$ cat src/rtl/if_prefetch_queue_if.sv
// Instruction-memory request/response bus between the fetch stage (master) and imem (slave).
interface if_prefetch_queue_if #(
  parameter int PC_W = 9,
  parameter int IW   = 32
);
  logic            req;
  logic [PC_W-1:0] addr;
  logic            gnt;
  logic            rvalid;
  logic [IW-1:0]   rdata;

  modport master (output req, addr, input gnt, rvalid, rdata);
  modport slave  (input req, addr, output gnt, rvalid, rdata);
endinterface

$ cat src/rtl/if_prefetch_queue.sv
// Instruction-fetch stage: owns fetch PC, issues in-order imem requests, buffers words in a FIFO.
// Define IF_PREFETCH_PERF_EN to add saturating redirect and empty-cycle counters.
module if_prefetch_queue #(
  parameter int PC_W    = 9,
  parameter int IW      = 32,
  parameter int DEPTH   = 4,
  parameter int MAX_OUT = 2,
  parameter int PC_STEP = 1
) (
  input  logic                         clk,
  input  logic                         rst_n,
  input  logic                         redirect_i,
  input  logic [PC_W-1:0]              redirect_pc_i,
  input  logic                         stall_i,
  if_prefetch_queue_if.master          imem,
  output logic [IW-1:0]                inst_o,
  output logic [PC_W-1:0]              inst_pc_o,
  output logic                         inst_valid_o,
  output logic [$clog2(DEPTH+1)-1:0]   count_o
`ifdef IF_PREFETCH_PERF_EN
  ,
  output logic [15:0]                  perf_flush_o,
  output logic [15:0]                  perf_empty_o
`endif
);

  localparam int CW = $clog2(DEPTH + 1);
  localparam int AW = $clog2(DEPTH);
  localparam int OW = $clog2(MAX_OUT + 1);
  localparam int TW = (MAX_OUT > 1) ? $clog2(MAX_OUT) : 1;
  localparam logic [IW-1:0] NOP = IW'(32'h0000_0013);

  typedef enum logic {FETCH, DRAIN} state_t;

  state_t          state, state_nxt;
  logic [PC_W-1:0] fetch_pc, fetch_pc_nxt;
  logic [OW-1:0]   outstanding, outstanding_nxt;
  logic [OW-1:0]   discard, discard_nxt;
  logic [CW-1:0]   count, count_nxt;
  logic [AW-1:0]   wr_ptr, wr_ptr_nxt, rd_ptr, rd_ptr_nxt;
  logic [TW-1:0]   tag_wr, tag_wr_nxt, tag_rd, tag_rd_nxt;
  logic            armed;

  logic [PC_W-1:0] tag_q     [MAX_OUT];
  logic [PC_W-1:0] fifo_pc   [DEPTH];
  logic [IW-1:0]   fifo_data [DEPTH];

  logic credit_ok, issue, resp, push, pop;

  function automatic logic [TW-1:0] tag_inc(input logic [TW-1:0] p);
    return (p == TW'(MAX_OUT - 1)) ? '0 : p + TW'(1);
  endfunction

  always_comb begin
    credit_ok = (outstanding < OW'(MAX_OUT)) &&
                ((int'(count) + int'(outstanding)) < DEPTH);
    imem.req  = rst_n && (state == FETCH) && credit_ok;
    imem.addr = fetch_pc;
    issue     = imem.req && imem.gnt;
    // A response with nothing outstanding is a stray (e.g. from before reset) and is dropped.
    resp      = (state == FETCH) && imem.rvalid && (outstanding != '0);
    push      = resp && !redirect_i;
    pop       = inst_valid_o && !stall_i && !redirect_i;
  end

  always_comb begin
    state_nxt       = state;
    fetch_pc_nxt    = fetch_pc;
    outstanding_nxt = outstanding;
    discard_nxt     = discard;
    count_nxt       = count;
    wr_ptr_nxt      = wr_ptr;
    rd_ptr_nxt      = rd_ptr;
    tag_wr_nxt      = tag_wr;
    tag_rd_nxt      = tag_rd;
    if (redirect_i) begin
      fetch_pc_nxt    = redirect_pc_i;
      outstanding_nxt = '0;
      count_nxt       = '0;
      wr_ptr_nxt      = '0;
      rd_ptr_nxt      = '0;
      tag_wr_nxt      = '0;
      tag_rd_nxt      = '0;
      // Everything still in flight, including a grant taken this cycle, must be thrown away.
      if (state == FETCH)
        discard_nxt = outstanding + OW'(issue) - OW'(resp);
      else
        discard_nxt = discard - OW'(imem.rvalid && (discard != '0));
      state_nxt = (discard_nxt != '0) ? DRAIN : FETCH;
    end else if (state == DRAIN) begin
      discard_nxt = discard - OW'(imem.rvalid && (discard != '0));
      if (discard_nxt == '0)
        state_nxt = FETCH;
    end else begin
      if (issue) begin
        fetch_pc_nxt = fetch_pc + PC_W'(PC_STEP);
        tag_wr_nxt   = tag_inc(tag_wr);
      end
      if (resp)
        tag_rd_nxt = tag_inc(tag_rd);
      if (push)
        wr_ptr_nxt = wr_ptr + AW'(1);
      if (pop)
        rd_ptr_nxt = rd_ptr + AW'(1);
      outstanding_nxt = outstanding + OW'(issue) - OW'(resp);
      count_nxt       = count + CW'(push) - CW'(pop);
    end
  end

  always_ff @(posedge clk or negedge rst_n) begin
    if (!rst_n) begin
      state       <= FETCH;
      fetch_pc    <= '0;
      outstanding <= '0;
      discard     <= '0;
      count       <= '0;
      wr_ptr      <= '0;
      rd_ptr      <= '0;
      tag_wr      <= '0;
      tag_rd      <= '0;
      armed       <= 1'b0;
    end else begin
      state       <= state_nxt;
      fetch_pc    <= fetch_pc_nxt;
      outstanding <= outstanding_nxt;
      discard     <= discard_nxt;
      count       <= count_nxt;
      wr_ptr      <= wr_ptr_nxt;
      rd_ptr      <= rd_ptr_nxt;
      tag_wr      <= tag_wr_nxt;
      tag_rd      <= tag_rd_nxt;
      armed       <= armed | issue;
    end
  end

  always_ff @(posedge clk) begin
    if (issue)
      tag_q[tag_wr] <= fetch_pc;
    if (push) begin
      fifo_pc[wr_ptr]   <= tag_q[tag_rd];
      fifo_data[wr_ptr] <= imem.rdata;
    end
  end

  always_comb begin
    inst_valid_o = (count != '0);
    inst_o       = inst_valid_o ? fifo_data[rd_ptr] : NOP;
    inst_pc_o    = inst_valid_o ? fifo_pc[rd_ptr] : '0;
    count_o      = count;
  end

`ifdef IF_PREFETCH_PERF_EN
  function automatic logic [15:0] sat_inc(input logic [15:0] v, input logic en);
    return (en && (v != 16'hFFFF)) ? v + 16'd1 : v;
  endfunction

  always_ff @(posedge clk or negedge rst_n) begin
    if (!rst_n) begin
      perf_flush_o <= '0;
      perf_empty_o <= '0;
    end else begin
      perf_flush_o <= sat_inc(perf_flush_o, redirect_i);
      perf_empty_o <= sat_inc(perf_empty_o, !inst_valid_o && !stall_i);
    end
  end
`endif

  // Strays are only tolerated before the first grant after reset (pre-reset responses).
  a_no_stray_rvalid: assert property (@(posedge clk) disable iff (!rst_n)
    (armed && (state == FETCH) && imem.rvalid) |-> (outstanding != '0));

endmodule

$ cat src/flat_wrapper.sv
// flat-port wrapper written by rule: the top's interface ports become plain ports
module if_prefetch_queue_flat 
#(
  parameter int PC_W    = 9,
  parameter int IW      = 32,
  parameter int DEPTH   = 4,
  parameter int MAX_OUT = 2,
  parameter int PC_STEP = 1
)
  (clk, rst_n, redirect_i, redirect_pc_i, stall_i, inst_o, inst_pc_o, inst_valid_o, count_o, imem_req, imem_addr, imem_gnt, imem_rvalid, imem_rdata);
  if_prefetch_queue_if #(.PC_W(PC_W), .IW(IW)) imem_i ();
  input  logic clk;
  input  logic rst_n;
  input  logic redirect_i;
  input  logic [PC_W-1:0] redirect_pc_i;
  input  logic stall_i;
  output logic [IW-1:0] inst_o;
  output logic [PC_W-1:0] inst_pc_o;
  output logic inst_valid_o;
  output logic [$clog2(DEPTH+1)-1:0] count_o;
  output wire logic [$bits(imem_i.req)-1:0] imem_req;
  output wire logic [$bits(imem_i.addr)-1:0] imem_addr;
  input wire logic [$bits(imem_i.gnt)-1:0] imem_gnt;
  input wire logic [$bits(imem_i.rvalid)-1:0] imem_rvalid;
  input wire logic [$bits(imem_i.rdata)-1:0] imem_rdata;
  assign imem_req = imem_i.req;
  assign imem_addr = imem_i.addr;
  assign imem_i.gnt = imem_gnt;
  assign imem_i.rvalid = imem_rvalid;
  assign imem_i.rdata = imem_rdata;
  if_prefetch_queue #(.PC_W(PC_W), .IW(IW), .DEPTH(DEPTH), .MAX_OUT(MAX_OUT), .PC_STEP(PC_STEP)) u_core (.clk(clk), .rst_n(rst_n), .redirect_i(redirect_i), .redirect_pc_i(redirect_pc_i), .stall_i(stall_i), .imem(imem_i), .inst_o(inst_o), .inst_pc_o(inst_pc_o), .inst_valid_o(inst_valid_o), .count_o(count_o));
endmodule
$ cat config.mk
export PLATFORM = sky130hd
export DESIGN_NAME = if_prefetch_queue_flat
export DESIGN_NICKNAME = d
export VERILOG_FILES = /design/src/rtl/if_prefetch_queue_if.sv /design/src/rtl/if_prefetch_queue.sv /design/src/flat_wrapper.sv
export SDC_FILE = /design/constraint.sdc
export NUM_CORES = 1
export LEC_CHECK = 0
export BUFFER_PORTS_ARGS = -buffer_cell sky130_fd_sc_hd__buf_2
export CORE_UTILIZATION = 40
export DETAILED_ROUTE_END_ITERATION = 6
export MAX_ROUTING_LAYER = met4
export SYNTH_ARGS = -nofsm -noshare
export SYNTH_HDL_FRONTEND = slang
export SYNTH_SLANG_ARGS = --single-unit
$ cat constraint.sdc
create_clock -name clk -period 3.6 [get_ports clk]
set_input_delay 0.18 -clock clk [delete_from_list [all_inputs] [get_ports clk]]
set_output_delay 0.18 -clock clk [all_outputs]
set_load 0.05 [all_outputs]
Word-level counts from Yosys, hierarchy flattened
Memories as Yosys holds them, arrays and structs flattened.
Cells that the tools add are included.
Widths: inputs -> output; s select.
- register bits: 23
- memory bits (writable): 182
- input bits: 47
- output and inout bits: 55
- word-level logic and storage cells: 88
- memories: 3
- memories (memory ; depth ; bits a word ; rd ports ; clocked after Yosys merged registers in ; write ports ; line ; RTL):
    u_core.fifo_data ; 4 ; 32 ; 1 ; 0 ; 1 ; if_prefetch_queue.sv:46 ; logic [IW-1:0] fifo_data [DEPTH];
    u_core.fifo_pc ; 4 ; 9 ; 1 ; 0 ; 1 ; if_prefetch_queue.sv:45 ; logic [PC_W-1:0] fifo_pc [DEPTH];
    u_core.tag_q ; 2 ; 9 ; 1 ; 0 ; 1 ; if_prefetch_queue.sv:44 ; logic [PC_W-1:0] tag_q [MAX_OUT];
- add/subtract/negate cells: 11
- $lt $le $gt $ge: 2
- equality and inequality tests: 1
- multiplexer cells: 35
- bitwise operators: 1
- reduce and logical (&&, ||, !) cells: 26
- operators by type and width (cell ; count):
    $mux 9 ; 4
    $lt 32x4->1 const B ; 1
    $mux 32 ; 1
    $mux 2 ; 12
    $mux 1 ; 16
    $reduce_bool 2->1 ; 8
    $logic_and 1x1->1 ; 10
    $add 9x1->9 const B ; 1
    $reduce_and 2->1 ; 4
    $mux 3 ; 2
    $add 2x1->2 const B ; 2
    $add 3x2->4 ; 1
    $sub 2x1->2 ; 2
    $add 3x1->3 ; 1
    $reduce_bool 3->1 ; 1
    $sub 3x1->3 ; 1
    $add 1x1->1 const B ; 2
    $add 2x1->2 ; 1
    $logic_not 1->1 ; 2
    $logic_not 2->1 ; 1
    $lt 2x2->1 const B ; 1
    $ne 2x2->1 const B ; 1
    $not 1->1 ; 1

Depth between registers and ports, before layout
- depth in word-level cells: 12
- depth in mapped cells: 11
- mapped depth without buffers: 10

Worst setup path after synthesis
No wires, ideal clock.
- path kind: flip-flop to flip-flop
- start: register u_core.count[2], in the netlist u_core.count_o[2]
- end: register u_core.count[2], in the netlist u_core.count_o[2]
- library setup time: 0.078 ns
- data arrival time: 2.995 ns
- data required time: 3.522 ns
- slack: 0.527 ns
- stages on the path, launching flop included: 12
- buffers on the path: 1
- clock period less this slack: 3.073 ns
- path through: dfrtp_1 > nor3_1 > clkbuf_1 > nor3_1 > ha_1 > inv_1 > ha_1 > inv_1 > fa_1 > xnor2_1 > or3_1 > a21oi_1
- cells in the longest elaborated chain, start to end: 6
- elaborated cells on any way between the ends: 7
- classes of those cells: add/sub (2); mux (2); reduce/logical (3)
- RTL lines (what ; line ; RTL):
    start, declared ; if_prefetch_queue.sv:39 ; logic [CW-1:0] count, count_nxt;
    start signal, assigned ; if_prefetch_queue.sv:127 ; count <= count_nxt;
    parallel branches: the longest is 3 deep, another holds $add 3x1->3 ; -- ;
    $sub 3x1->3 (*) ; if_prefetch_queue.sv:106 ; count_nxt = count + CW'(push) - CW'(pop);
    $mux 3 (*) ; if_prefetch_queue.sv:90 ; end else if (state == DRAIN) begin
    $mux 3 (*) ; if_prefetch_queue.sv:76 ; if (redirect_i) begin
Every way passes the cells marked *. The select of a mux whose other input is x is not followed.
A chain may end at the register's enable or synchronous reset.

Worst setup path after layout
- start: register u_core.rd_ptr[0]
- end: output port inst_o[2]
- cells in the longest elaborated chain, start to end: 2
- RTL lines (what ; line ; RTL):
    start, declared ; if_prefetch_queue.sv:40 ; logic [AW-1:0] wr_ptr, wr_ptr_nxt, rd_ptr, rd_ptr_nxt;
    start signal, assigned ; if_prefetch_queue.sv:129 ; rd_ptr <= rd_ptr_nxt;
    $mem_v2 4x32 ; -- ;
    $mux 32 ; if_prefetch_queue.sv:147 ; inst_o = inst_valid_o ? fifo_data[rd_ptr] : NOP;
    end, declared ; flat_wrapper.sv:17 ; output logic [IW-1:0] inst_o;
Every way passes these cells.

==> metrics.yaml <==
cts_setup_buffers: 0
vias: 4482
holdCritPathClass: "in -> reg"
max-clock-path-buffers: 3
netSwitchingFraction_pct: 33.4
final_cell_area_sq_um: 10300
die-area_sq_um: 21300
syn_nets: 511
ys_seq_elements: 205
whs_ps: 53.7
rsz0062_at_grt: "false"
synth_cell_types: 43
coreArea_sq_um: 20300
critPathRequiredTime_ps: 3420
cp-start-kind: "flop"
grt_usage_pct: 15.3
grt-ovfl-total: 0
pwr-share-clk_pct: 29.7
setup_violations: 0
cts_buffers: 23
synth-edff-count: 182
seqPwrFrac_pct: 42.1
htree_levels: 1
hold_violations: 0
start_util_pct: 40.9
synthArstFlopShare_pct: 11.2
p_leak_nw: 3.63
area_growth_pct: 23.7
routed_via_density: 4.99
drv_slew: 0
rows: 52
peakVddDrop_mv: 0.367
wl_per_cell_microns: 17.3
cp_max_fo: 23
ant_nets: 0
min_period_ps: 2800
max-cap-violations: 0
drt_iter0_markers: 183
synth_seq_area_share_pct: 72.8
grt_pass1_vias: 4780
multi_input_area_sq_um: 2130
placed_cell_area_sq_um: 9160
diodes: 0
syn_area_per_cell_sq_um: 18.3
gp_congestion: 0.772
synth_cells: 453
dp_slack_ps: 909
cts_tree: "yes"
synth-main-ff-cell: "edfxtp_1"
worst_skew_pair.late_latency_ps: 490
tns_ps: 0
die_h_microns: 146
fin_crit_sh_pct: 77.9
grt_pass1_wl_mm: 24.7
cts_num_sinks: 205
switching_power_mw: 2.35
worst_slack_ps: 797
drc: 0
fmax_mhz: 357
cts-root-buf: "clkbuf_16"
status: "complete, no violations"
synth_area_sq_um: 8290
p_per_area_nw_per_um2: 684
instances_no_fill: 898
drive_above_1_share_pct: 32.5
fin_total_pwr_mw: 7.02
cp.arrival_ps: 2620
ys.warnings.count: 0
dp.cells: 815
clk_pin_slew_ps: 60
regToRegSetupSlack_ps: 840
slew_headroom_pct: 48.6
antenna_found_initial: 0
drt_pass1_iterations: 4
ios: 102
setup.worst_path.end_class: "output pin"
tightest_slew_ps: 768
port_buffers: 101
wl_mm: 15.5
p_comb_share_pct: 28.2
nFillCells: 1748
grt_max_degree: 45
dp_hpwl_mm: 9.38
path_class: "reg -> out"
finClkSkew_ps: 8.94
p_int_mw: 4.67
seq_area_sq_um: 6040
fp.dieW_microns: 146
utilization_pct: 50.5
nets: 670
## power groups by stage
stage	clock, mW	combinational, mW	sequential (mW)
global placement	0	1.95	3.00
detailed placement	0	1.96	3.01
global route	2.24	2.12	2.98
CTS	2.14	2.00	2.96
finish	2.09	1.98	2.96
floorplan	0	1.48	3.00
## flip-flops by register name, summed over array words and instances (netlist names)
register,flops
u_core.imem.addr,9
u_core.fifo_data,128
u_core.tag_wr,1
u_core.state,1
u_core.wr_ptr,2
u_core.tag_rd,1
u_core.count_o,3
u_core.fifo_pc,36
u_core.tag_q,18
u_core.outstanding,2
u_core.rd_ptr,2
u_core.discard,2
## what timing repair did
| item | CTS | global route |
|---|---|---|
| hold buffers | 42 | 0 |
| gates resized for setup | 0 | 0 |
| endpoints found under the hold margin | 160 | 0 |
## critical path, cell delays in order (launching register included)
cell and delay (ps):
dfrtp_2 850, buf_4 340, mux4_2 520, nor2b_1 170, buf_2 250
## metal layers
metal  part of all wire, %  global-route usage, %
met1                    45                   19.8
met2                    50                   25.2
met3                   4.5                   2.66
met4                   1.2                   3.59
met5                     0                      -
## kinds of logic after synthesis
kind of cell,synth area share [%]
xor+xnor,1.06
simple gates,7.77
flops,72.8
buf+inv,1.60
fa+ha+maj,1.75
compound gates,2.14
mux,12.8
## area by class of cell
class / instances / share of cell area, %
sequential: 205 / 58.9
clock buffer: 27 / 5.76
tap: 270 / 3.29
multi-input combinational: 215 / 20.8
timing repair buffer: 154 / 9.95
inverter: 13 / 0.476
clock inverter: 14 / 0.854
## cell usage in the layout (no fill, tap or decap), drive strengths merged, types with 3 or more instances in the layout
master       synthesis  final
nor2                20     20
nor3                 6      6
and2                 5      5
mux2                 9      9
or3                  4      4
a31oi                5      5
edfxtp             182    182
buf                  6    112
a21oi                3      3
nand2               10     10
dfrtp               23     23
xor2                 3      3
ha                  10     10
or4                  3      3
inv                 13     14
o21ai                7      7
nand4                4      4
or2                  4      4
mux4                41     41
mux2i                4      4
a22oi                3      3
nor2b               40     40
nand3                6      6
dlygate4sd3          0     42
clkinv               0     12
xnor2                7      7
clkbuf              14     27
## worst paths after layout
check | startpoint | endpoint | cells past startpoint
min | stall_i | u_core.rd_ptr[0]$_DFFE_PN0P_ | 4
min in group asynchronous | rst_n | u_core.count_o[1]$_DFFE_PN0P_ | 2
max | u_core.rd_ptr[0]$_DFFE_PN0P_ | inst_o[2] | 4
min reg2reg | u_core.discard[0]$_DFFE_PN0P_ | u_core.discard[0]$_DFFE_PN0P_ | 2
max reg2reg | u_core.state$_DFF_PN0_ | u_core.discard[1]$_DFFE_PN0P_ | 8
max in group asynchronous | rst_n | u_core.rd_ptr[1]$_DFFE_PN0P_ | 2
## Yosys cell counts (2+ instances only)
cell type | n | area, sq um
edfxtp_1 | 182 | 5470
mux4_2 | 41 | 923
nor2b_1 | 40 | 250
dfrtp_1 | 23 | 576
nor2_1 | 20 | 75.1
clkbuf_1 | 14 | 52.6
inv_1 | 13 | 48.8
ha_1 | 10 | 125
nand2_1 | 10 | 37.5
mux2_2 | 9 | 101
o21ai_0 | 7 | 35.0
xnor2_1 | 7 | 61.3
nand3_1 | 6 | 30.0
nor3_1 | 6 | 30.0
a31oi_1 | 5 | 31.3
and2_1 | 5 | 31.3
buf_2 | 4 | 20.0
mux2i_1 | 4 | 40.0
nand4_1 | 4 | 25.0
or2_2 | 4 | 25.0
or3_1 | 4 | 25.0
a21oi_1 | 3 | 15.0
a22oi_1 | 3 | 22.5
xor2_1 | 3 | 26.3
and3_1 | 2 | 12.5
nand2b_1 | 2 | 12.5
nor3b_1 | 2 | 15.0
nor4_1 | 2 | 12.5
o211ai_1 | 2 | 15.0
o31ai_1 | 2 | 15.0
or4_1 | 2 | 15.0
Note: power is estimated with default switching activity, not from simulation.
